<file path="config.mk">
export PLATFORM = sky130hd
export DESIGN_NAME = lvds_tx_serializer_flat
export DESIGN_NICKNAME = d
export VERILOG_FILES = /design/src/rtl/lvds_tx_if.sv /design/src/rtl/lvds_tx_serializer.sv /design/src/flat_wrapper.sv
export SDC_FILE = /design/constraint.sdc
export NUM_CORES = 1
export LEC_CHECK = 0
export ABC_AREA = 0
export BUFFER_PORTS_ARGS = -buffer_cell sky130_fd_sc_hd__buf_2
export CAP_MARGIN = 40
export CORE_ASPECT_RATIO = 0.6
export CORE_MARGIN = 10
export CORE_UTILIZATION = 59
export CTS_BUF_LIST = sky130_fd_sc_hd__clkbuf_16
export DETAILED_ROUTE_END_ITERATION = 7
export PLACE_DENSITY = 0.85
export SLEW_MARGIN = 10
export SYNTH_ARGS = -nofsm -noshare
export SYNTH_HDL_FRONTEND = slang
export SYNTH_SLANG_ARGS = --single-unit
</file>
<file path="constraint.sdc">
create_clock -name clk -period 2.7 [get_ports clk]
set_clock_uncertainty 0.1 [all_clocks]
set_input_delay 0.54 -clock clk [delete_from_list [all_inputs] [get_ports clk]]
set_output_delay 0.54 -clock clk [all_outputs]
set_load 0.01 [all_outputs]
</file>
<file path="src/rtl/lvds_tx_if.sv">
// Valid/ready word handshake into the LVDS transmit serializer.
// The source drives data and valid; the serializer returns ready.
interface lvds_tx_if #(
  parameter int DATA_W = 16
);
  logic [DATA_W-1:0] tx_data;
  logic              tx_valid;
  logic              tx_ready;

  modport master (
    output tx_data,
    output tx_valid,
    input  tx_ready
  );

  modport slave (
    input  tx_data,
    input  tx_valid,
    output tx_ready
  );
endinterface

</file>
<file path="src/rtl/lvds_tx_serializer.sv">
// LVDS transmit serializer: MSB-first data pair, forwarded bit clock,
// frame marker and a one-word holding register for back-to-back words.
module lvds_tx_serializer #(
  parameter int DATA_W  = 16,
  parameter int BIT_DIV = 4
) (
  input  logic        clk,
  input  logic        rst_n,
  lvds_tx_if.slave    tx,
  output logic        tx_busy,
  output logic        tx_done,
  output logic [15:0] tx_count,
  output logic        sd_p,
  output logic        sd_n,
  output logic        fclk_p,
  output logic        fclk_n,
  output logic        frm_o
);
  localparam int PH_W = $clog2(BIT_DIV);
  localparam int IX_W = $clog2(DATA_W);
  localparam logic [PH_W-1:0] PH_LAST = PH_W'(BIT_DIV - 1);
  localparam logic [PH_W-1:0] PH_HALF = PH_W'(BIT_DIV / 2);
  localparam logic [IX_W-1:0] IX_LAST = IX_W'(DATA_W - 1);

  typedef enum logic {IDLE, SHIFT} state_t;

  state_t            state;
  logic [PH_W-1:0]   ph;
  logic [PH_W-1:0]   ph_nxt;
  logic [IX_W-1:0]   idx;
  logic [DATA_W-1:0] hold;
  logic [DATA_W-1:0] sh;
  logic              hold_full;
  logic              ready_q;
  logic              sd_q;
  logic              fclk_q;
  logic              frm_q;
  logic              bnd;
  logic              last;
  logic              load;
  logic              accept;
  logic              hold_nxt;

  assign bnd      = ph == PH_LAST;
  assign ph_nxt   = bnd ? '0 : ph + 1'b1;
  assign last     = state == SHIFT && idx == IX_LAST;
  assign load     = bnd && hold_full && (state == IDLE || last);
  assign accept   = tx.tx_valid && ready_q;
  assign hold_nxt = accept || (hold_full && !load);

  assign tx.tx_ready = ready_q;
  assign tx_busy     = state == SHIFT || hold_full;
  assign frm_o       = frm_q;

  always_ff @(posedge clk or negedge rst_n) begin
    if (!rst_n) begin
      state     <= IDLE;
      ph        <= '0;
      idx       <= '0;
      hold      <= '0;
      sh        <= '0;
      hold_full <= 1'b0;
      ready_q   <= 1'b0;
      sd_q      <= 1'b0;
      fclk_q    <= 1'b0;
      frm_q     <= 1'b0;
      tx_done   <= 1'b0;
      tx_count  <= '0;
    end else begin
      ph        <= ph_nxt;
      // fclk tracks the phase it will have next, so it rises mid-bit
      fclk_q    <= ph_nxt >= PH_HALF;
      hold_full <= hold_nxt;
      ready_q   <= !hold_nxt;
      tx_done   <= 1'b0;
      if (accept)
        hold <= tx.tx_data;
      if (bnd) begin
        unique case (1'b1)
          load: begin
            state <= SHIFT;
            sd_q  <= hold[DATA_W-1];
            sh    <= hold << 1;
            idx   <= '0;
            frm_q <= 1'b1;
          end
          (state == SHIFT && !last): begin
            sd_q <= sh[DATA_W-1];
            sh   <= sh << 1;
            idx  <= idx + 1'b1;
          end
          default: begin
            state <= IDLE;
            sd_q  <= 1'b0;
            frm_q <= 1'b0;
          end
        endcase
        if (last) begin
          tx_done  <= 1'b1;
          tx_count <= tx_count + 1'b1;
        end
      end
    end
  end

  // Vendor builds map the pads onto OBUFDS; otherwise model the pair.
`ifdef LVDS_TX_VENDOR_PRIMS
  OBUFDS u_sd_buf (
    .I  (sd_q),
    .O  (sd_p),
    .OB (sd_n)
  );
  OBUFDS u_fclk_buf (
    .I  (fclk_q),
    .O  (fclk_p),
    .OB (fclk_n)
  );
`else
  assign sd_p   = sd_q;
  assign sd_n   = ~sd_q;
  assign fclk_p = fclk_q;
  assign fclk_n = ~fclk_q;
`endif
endmodule

</file>
<file path="src/flat_wrapper.sv">
// flat-port wrapper written by rule: the top's interface ports become plain ports
module lvds_tx_serializer_flat 
#(
  parameter int DATA_W  = 16,
  parameter int BIT_DIV = 4
)
  (clk, rst_n, tx_busy, tx_done, tx_count, sd_p, sd_n, fclk_p, fclk_n, frm_o, tx_tx_data, tx_tx_valid, tx_tx_ready);
  lvds_tx_if #(.DATA_W(DATA_W)) tx_i ();
  input  logic clk;
  input  logic rst_n;
  output logic tx_busy;
  output logic tx_done;
  output logic [15:0] tx_count;
  output logic sd_p;
  output logic sd_n;
  output logic fclk_p;
  output logic fclk_n;
  output logic frm_o;
  input wire logic [$bits(tx_i.tx_data)-1:0] tx_tx_data;
  input wire logic [$bits(tx_i.tx_valid)-1:0] tx_tx_valid;
  output wire logic [$bits(tx_i.tx_ready)-1:0] tx_tx_ready;
  assign tx_i.tx_data = tx_tx_data;
  assign tx_i.tx_valid = tx_tx_valid;
  assign tx_tx_ready = tx_i.tx_ready;
  lvds_tx_serializer #(.DATA_W(DATA_W), .BIT_DIV(BIT_DIV)) u_core (.clk(clk), .rst_n(rst_n), .tx(tx_i), .tx_busy(tx_busy), .tx_done(tx_done), .tx_count(tx_count), .sd_p(sd_p), .sd_n(sd_n), .fclk_p(fclk_p), .fclk_n(fclk_n), .frm_o(frm_o));
endmodule
</file>
==> flow_metrics.env, run 1 <==
export IMPL_status="finished clean"
export IMPL_drive_gt1_share_pct=33.3
export IMPL_p_per_area_nw_per_um2=1040
export IMPL_routed_wl_um=5220
export IMPL_dr_total_vias=1711
export IMPL_ctsResizeCount=0
export IMPL_crit_cells=5
export IMPL_async_flop_share_pct=100
export IMPL_post_drt_via_cell_ratio=5.59
export IMPL_synth_distinct_cells=34
export IMPL_yosysSeqAreaShare_pct=58.8
export IMPL_worstPathMaxFanout=18
export IMPL_placed_area_um2=2730
export IMPL_design_area_um2=2990
export IMPL_synth_fp_nets=214
export IMPL_yosysTopAreaCellShare_pct=58.8
export IMPL_report_final_hold_viol_count=0
export IMPL_postSynthCellCount=192
export IMPL_die_area_um2=7260
export IMPL_grt_total_usage_pct=15.2
export IMPL_ir_worst_vdd_uv=782
export IMPL_rr_worst_depth=5
export IMPL_worstPathCellList="ha_1 > and3_2 > nor2_2 > o21a_1 > mux2i_1"
export IMPL_path_delay_family="compound AO/OA/AOI/OAI gates"
export IMPL_area_delta_synth_final_pct=21.3
export IMPL_fin_ws_ns=0.553
export IMPL_endpoint_kind="flip-flop"
export IMPL_ctsHtreeMaxLevel=3
export IMPL_grt_pass1_vias=1770
export IMPL_final_max_slew_violation_count=0
export IMPL_root_buffer="clkbuf_16"
export IMPL_clkLatencyLatePin_ns=0.33
export IMPL_worst_pin_slew_ns=0.713
export IMPL_grt_max_degree=29
export IMPL_rsz0062_at_grt="no"
export IMPL_syn_area_um2=2470
export IMPL_final_cell_mix="dfrtp_1 (58), buf_2 (42), mux2_2 (18)"
export IMPL_criticalPathCategory="flip-flop to flip-flop"
export IMPL_cts_hold_buf=1
export IMPL_cts_buffers=9
export IMPL_io_pins=43
export IMPL_overflow=0
export IMPL_synth_edff_count=0
export IMPL_die_height_um=70.1
export IMPL_post_route_period_util_pct=79.5
export IMPL_io_buffers=42
export IMPL_synthFlopType="dfrtp_1"
export IMPL_post_cts_setup_buffers=0
export IMPL_start_kind="flip-flop"
export IMPL_synth_area_leaders="dfrtp_1 (59%), mux2_2 (8.2%), a2bb2oi_1 (5.0%), xnor2_1 (4.3%), o22ai_1 (4.1%)"
export IMPL_gp_congestion=0.743
export IMPL_place_ws_ns=0.555
export IMPL_routedWlPerCell_um=17.1
export IMPL_path_buf_inv=0
export IMPL_ys_ff_latch=58
export IMPL_cts_sinks=58
export IMPL_cts_clk_slew_worst_paths_ns=0.05
export IMPL_holdCritPathClass="flip-flop to flip-flop"
export IMPL_hold_depth=1
export IMPL_drc=0
export IMPL_antenna_found_initial=0
export IMPL_critPathMaxStageDelay_ns=0.59
export IMPL_setup_tns_ns=0
export IMPL_slew_headroom_pct=52.3
export IMPL_num_antenna_cells=0
export IMPL_worst_ep_arrival_time_ns=2.22
export IMPL_setup_violations=0
export IMPL_rows=18
export IMPL_layout_commonest_cell="dfrtp_1"
export IMPL_finalCriticalPeriod_ns=2.15
export IMPL_synth_avg_cell_area_um2=12.9
export IMPL_first_pass_iters=4
export IMPL_clock_path_buffers=2
export IMPL_start_util_pct=60.6
export IMPL_synth_warnings=0
export IMPL_drv_cap=0
export IMPL_max_freq_mhz=466
export IMPL_grt_pass1_wl_um=8880
export IMPL_chipWidth_um=104
export IMPL_leakagePower_nw=1.41
export IMPL_dp_hpwl_um=3600
export IMPL_crit_required_ns=2.77
export IMPL_tritoncts="yes"
export IMPL_slowest_stage="o21a_1"
export IMPL_postRouteAntennaNets=0
export IMPL_first_iter_violations=110
export IMPL_coreArea_um2=4080
export IMPL_nets=263
export IMPL_synth_largest_area_cell="dfrtp_1"
area by class of cell:
class	count	area (um^2)
inverter	7	26.3
sequential	58	1450
clock inverter	7	28.8
clock buffer	9	225
fill	278	1080
multi-input combinational	118	937
timing repair buffer	47	250
tap	60	75.1
where the power goes:
group,switching (mW),internal [mW]
sequential,0.235,1.17
combinational,0.355,0.407
clock,0.362,0.598
cells in the mapped netlist (2+ instances only):
master,number
a22o_1,2
and4_1,2
ha_1,3
o21a_1,2
nand4_1,4
nor2_1,5
a2bb2oi_1,14
buf_4,3
dfrtp_1,58
mux2_2,18
inv_1,7
xnor2_1,12
nand3_1,8
nor4_4,2
mux2i_1,2
nand2_1,12
clkbuf_1,4
xor2_1,3
o22ai_1,16
flip-flops by register name, indices dropped and copies added (netlist names):
| signal | flops |
|---|---|
| u_core.tx_done | 1 |
| u_core.hold_full | 1 |
| u_core.tx_count | 16 |
| u_core.idx | 4 |
| u_core.sh | 15 |
| u_core.tx.tx_ready | 1 |
| u_core.hold | 16 |
| u_core.state | 1 |
| u_core.sd_p | 1 |
| u_core.fclk_p | 1 |
| u_core.ph | 1 |
metal layers:
layer / part of all wire, % / track usage [%] / wire length, um
met1: 45 / 18.7 / 2340
met4: 1.7 / 6.07 / 91
met2: 47 / 22.8 / 2480
met5: 0 / 0 / 0
met3: 6.1 / 7.05 / 319
worst paths after layout:
path	startpoint	end	slack [ns]
max	u_core.idx[0]	u_core.idx[0]	0.55
min	u_core.ph[0]	u_core.ph[0]	0.33
max reg2reg	u_core.idx[0]	u_core.idx[0]	0.55
min reg2reg	u_core.ph[0]	u_core.ph[0]	0.33
max in group asynchronous	rst_n	u_core.tx_count[4]	1.38
min in group asynchronous	rst_n	u_core.hold[3]	0.51
cells by family (layout without fill, tap and decap cells):
kind of cell / after synthesis / count (layout) / synth area share (%)
XOR/XNOR: 15 / 15 / 5.32
AO/OA/AOI/OAI: 40 / 40 / 12.0
AND/OR/NAND/NOR: 40 / 40 / 10.1
multiplexers: 20 / 20 / 9.02
adder cells (fa/ha/maj): 3 / 3 / 1.52
flip-flops: 58 / 58 / 58.8
buffers and inverters: 16 / 70 / 3.24
through the flow:
step	util [%]	hold WS [ns]	total power [mW]	cells
floorplan	-	0.144	1.94	192
global placement	67.0	0.299	2.12	289
detailed placement	67.0	0.298	2.17	289
CTS	73.5	0.331	3.14	306
global route	73.5	0.337	3.30	306
finish	73.5	0.327	3.12	306
worst reg2reg max path: stages (launching register included):
cell and delay (ns):
dfrtp_1 0.41, ha_1 0.28, and3_2 0.27, nor2_2 0.17, o21a_1 0.59, mux2i_1 0.18
No activity file was read; power rests on OpenSTA's default activity.
==> run 2: changes to the inputs <==
--- a/config.mk
+++ b/config.mk
@@ -10,10 +10,10 @@
 export CAP_MARGIN = 40
 export CORE_ASPECT_RATIO = 0.6
 export CORE_MARGIN = 10
-export CORE_UTILIZATION = 59
+export CORE_UTILIZATION = 55
 export CTS_BUF_LIST = sky130_fd_sc_hd__clkbuf_16
 export DETAILED_ROUTE_END_ITERATION = 7
-export PLACE_DENSITY = 0.85
+export PLACE_DENSITY = 0.81
 export SLEW_MARGIN = 10
 export SYNTH_ARGS = -nofsm -noshare
 export SYNTH_HDL_FRONTEND = slang
==> constraint.sdc (replaced) <==
create_clock -name clk -period 2 [get_ports clk]
set_clock_uncertainty 0.1 [all_clocks]
set_input_delay 0.4 -clock clk [delete_from_list [all_inputs] [get_ports clk]]
set_output_delay 0.4 -clock clk [all_outputs]
set_load 0.01 [all_outputs]
==> run 2 against run 1 <==
Sequential share of layout area decreased by 0.62 points. Design area up 1.3%. Sequential power grew 34%. Critical path depth grew 1. Register-to-register slack worse by 0.41 ns. Power up 36%. Sequential cell count unchanged. Non-clock buffer count grew 3. Routed wire length down 1.2%. Global-route usage fell by 0.60 points.
==> flow_metrics.env, run 2 (synthesis gave the netlist of run 1 again) <==
export IMPL_root_buffer="clkbuf_16"
export IMPL_setup_violations=0
export IMPL_clock_power_share_pct=30.1
export IMPL_layout_commonest_cell="dfrtp_1"
export IMPL_hold_worst_slack_ns=0.209
export IMPL_chipWidth_um=106
export IMPL_tritoncts="yes"
export IMPL_ir_worst_vdd_uv=802
export IMPL_worst_ep_arrival_time_ns=1.94
export IMPL_criticalPathCategory="flip-flop to flip-flop"
export IMPL_finalCriticalPeriod_ns=1.85
export IMPL_clock_path_buffers=2
export IMPL_worst_pin_slew_ns=0.458
export IMPL_antenna_found_initial=0
export IMPL_rsz0062_at_grt="no"
export IMPL_utilization_pct=72.0
export IMPL_worstPathCellList="ha_1 > and3_2 > nand2b_1 > buf_4 > o22ai_1 > a2bb2oi_1"
export IMPL_cts_sinks=58
export IMPL_start_kind="flip-flop"
export IMPL_internal_power_mw=2.96
export IMPL_hp_start="tx_tx_data[12]"
export IMPL_reg2reg_from="u_core.idx[0]"
export IMPL_fin_ws_ns=0.147
export IMPL_clkLatencyLatePin_ns=0.32
export IMPL_area_delta_synth_final_pct=22.9
export IMPL_die_height_um=71.9
export IMPL_final_cell_mix="dfrtp_1 (58), buf_2 (42), mux2_2 (18)"
export IMPL_final_max_slew_violation_count=0
export IMPL_drive_gt1_share_pct=34.1
export IMPL_nets=266
export IMPL_holdCritPathClass="input port to flip-flop"
export IMPL_endpoint_kind="flip-flop"
export IMPL_die_area_um2=7660
export IMPL_routed_wl_um=5160
export IMPL_cts_buffers=9
export IMPL_design_area_um2=3030
export IMPL_leakagePower_nw=1.43
export IMPL_dr_total_vias=1716
export IMPL_postRouteAntennaNets=0
export IMPL_combPwrFrac_pct=25.5
export IMPL_start_util_pct=58.6
export IMPL_largest_registers="u_core.hold (16), u_core.tx_count (16), u_core.sh (15)"
export IMPL_dp_hpwl_um=3490
export IMPL_rows=18
export IMPL_multi_input_area_um2=937
export IMPL_report_final_hold_viol_count=0
export IMPL_switching_share_pct=30.2
export IMPL_place_ws_ns=0.0967
export IMPL_hold_depth=2
export IMPL_slowest_stage="dfrtp_1"
export IMPL_reg2reg_slack_ns=0.15
export IMPL_routedWlPerCell_um=16.7
export IMPL_placed_area_um2=2770
export IMPL_first_pass_iters=4
export IMPL_grt_max_degree=47
export IMPL_p_per_area_nw_per_um2=1400
export IMPL_drv_cap=0
export IMPL_seqCellArea_um2=1450
export IMPL_cts_clk_slew_worst_paths_ns=0.05
export IMPL_max_freq_mhz=540
export IMPL_overflow=0
export IMPL_drc=0
export IMPL_pwr_share_seq_pct=44.4
export IMPL_num_antenna_cells=0
export IMPL_grt_pass1_vias=1806
export IMPL_first_iter_violations=107
export IMPL_coreArea_um2=4210
export IMPL_status="finished clean"
export IMPL_path_buf_inv=1
export IMPL_crit_cells=6
export IMPL_post_route_period_util_pct=92.6
export IMPL_io_pins=43
export IMPL_gp_congestion=0.804
export IMPL_grt_total_usage_pct=14.6
export IMPL_critPathMaxStageDelay_ns=0.40
export IMPL_post_drt_via_cell_ratio=5.55
export IMPL_worstHoldEndpoint="u_core.hold[12]"
export IMPL_switchingPower_mw=1.28
export IMPL_io_buffers=42
export IMPL_r2r_end="u_core.sh[15]"
export IMPL_worstPathMaxFanout=15
export IMPL_grt_pass1_wl_um=8890
export IMPL_nFillCells=306
export IMPL_ctsHtreeMaxLevel=3
export IMPL_slew_headroom_pct=69.3
export IMPL_rr_worst_depth=6
export IMPL_path_delay_family="simple AND/OR/NAND/NOR gates"
export IMPL_setup_tns_ns=0
export IMPL_crit_required_ns=2.09
[run 2: worst max path at each step]
stage	from	end	slack (ns)
5_1_grt	u_core.idx[0]	u_core.tx_count[15]	0.02
2_1_floorplan	u_core.idx[0]	u_core.state	0.16
6_report	u_core.idx[0]	u_core.sh[15]	0.15
3_3_place_gp	u_core.idx[0]	u_core.tx_count[15]	0.21
4_1_cts	u_core.idx[0]	u_core.tx_count[15]	0.05
3_5_place_dp	u_core.idx[0]	u_core.tx_count[15]	0.1
[run 2: repair_timing]
item,4_1_cts,5_1_grt
setup buffers,0,0
setup endpoints to repair,0,2
resized for setup,0,1
hold endpoints to repair,12,0
hold buffers,1,0
[run 2: power groups by stage]
stage	sequential (mW)	clock, mW	combinational (mW)
after CTS	1.87	1.31	1.09
final	1.88	1.28	1.08
after floorplan	1.81	0	0.816
after global placement	1.87	0	1.03
after global routing	1.93	1.38	1.20
after detailed placement	1.87	0	1.07
[run 2: cell type report]
cell class              count  area share (%)
multi-input cells         118            30.9
clock inverters             7           0.949
repair buffers             50            9.53
clock buffers               9            7.43
flip-flops and latches     58            47.9
inverters                   7           0.866
well taps                  60            2.48
[run 2: stage by stage]
stage / power (mW) / cells
CTS: 4.27 / 309
global route: 4.51 / 309
detailed placement: 2.94 / 292
floorplan: 2.62 / 192
finish: 4.24 / 309
global placement: 2.90 / 292
[run 2: layer usage]
layer  part of all wire, %  global-route usage, %  wire [um]
met5                     0                      0          0
met4                   1.2                   8.22         63
met3                   5.9                   5.64        305
met2                    46                   21.6       2350
met1                    47                   18.2       2440
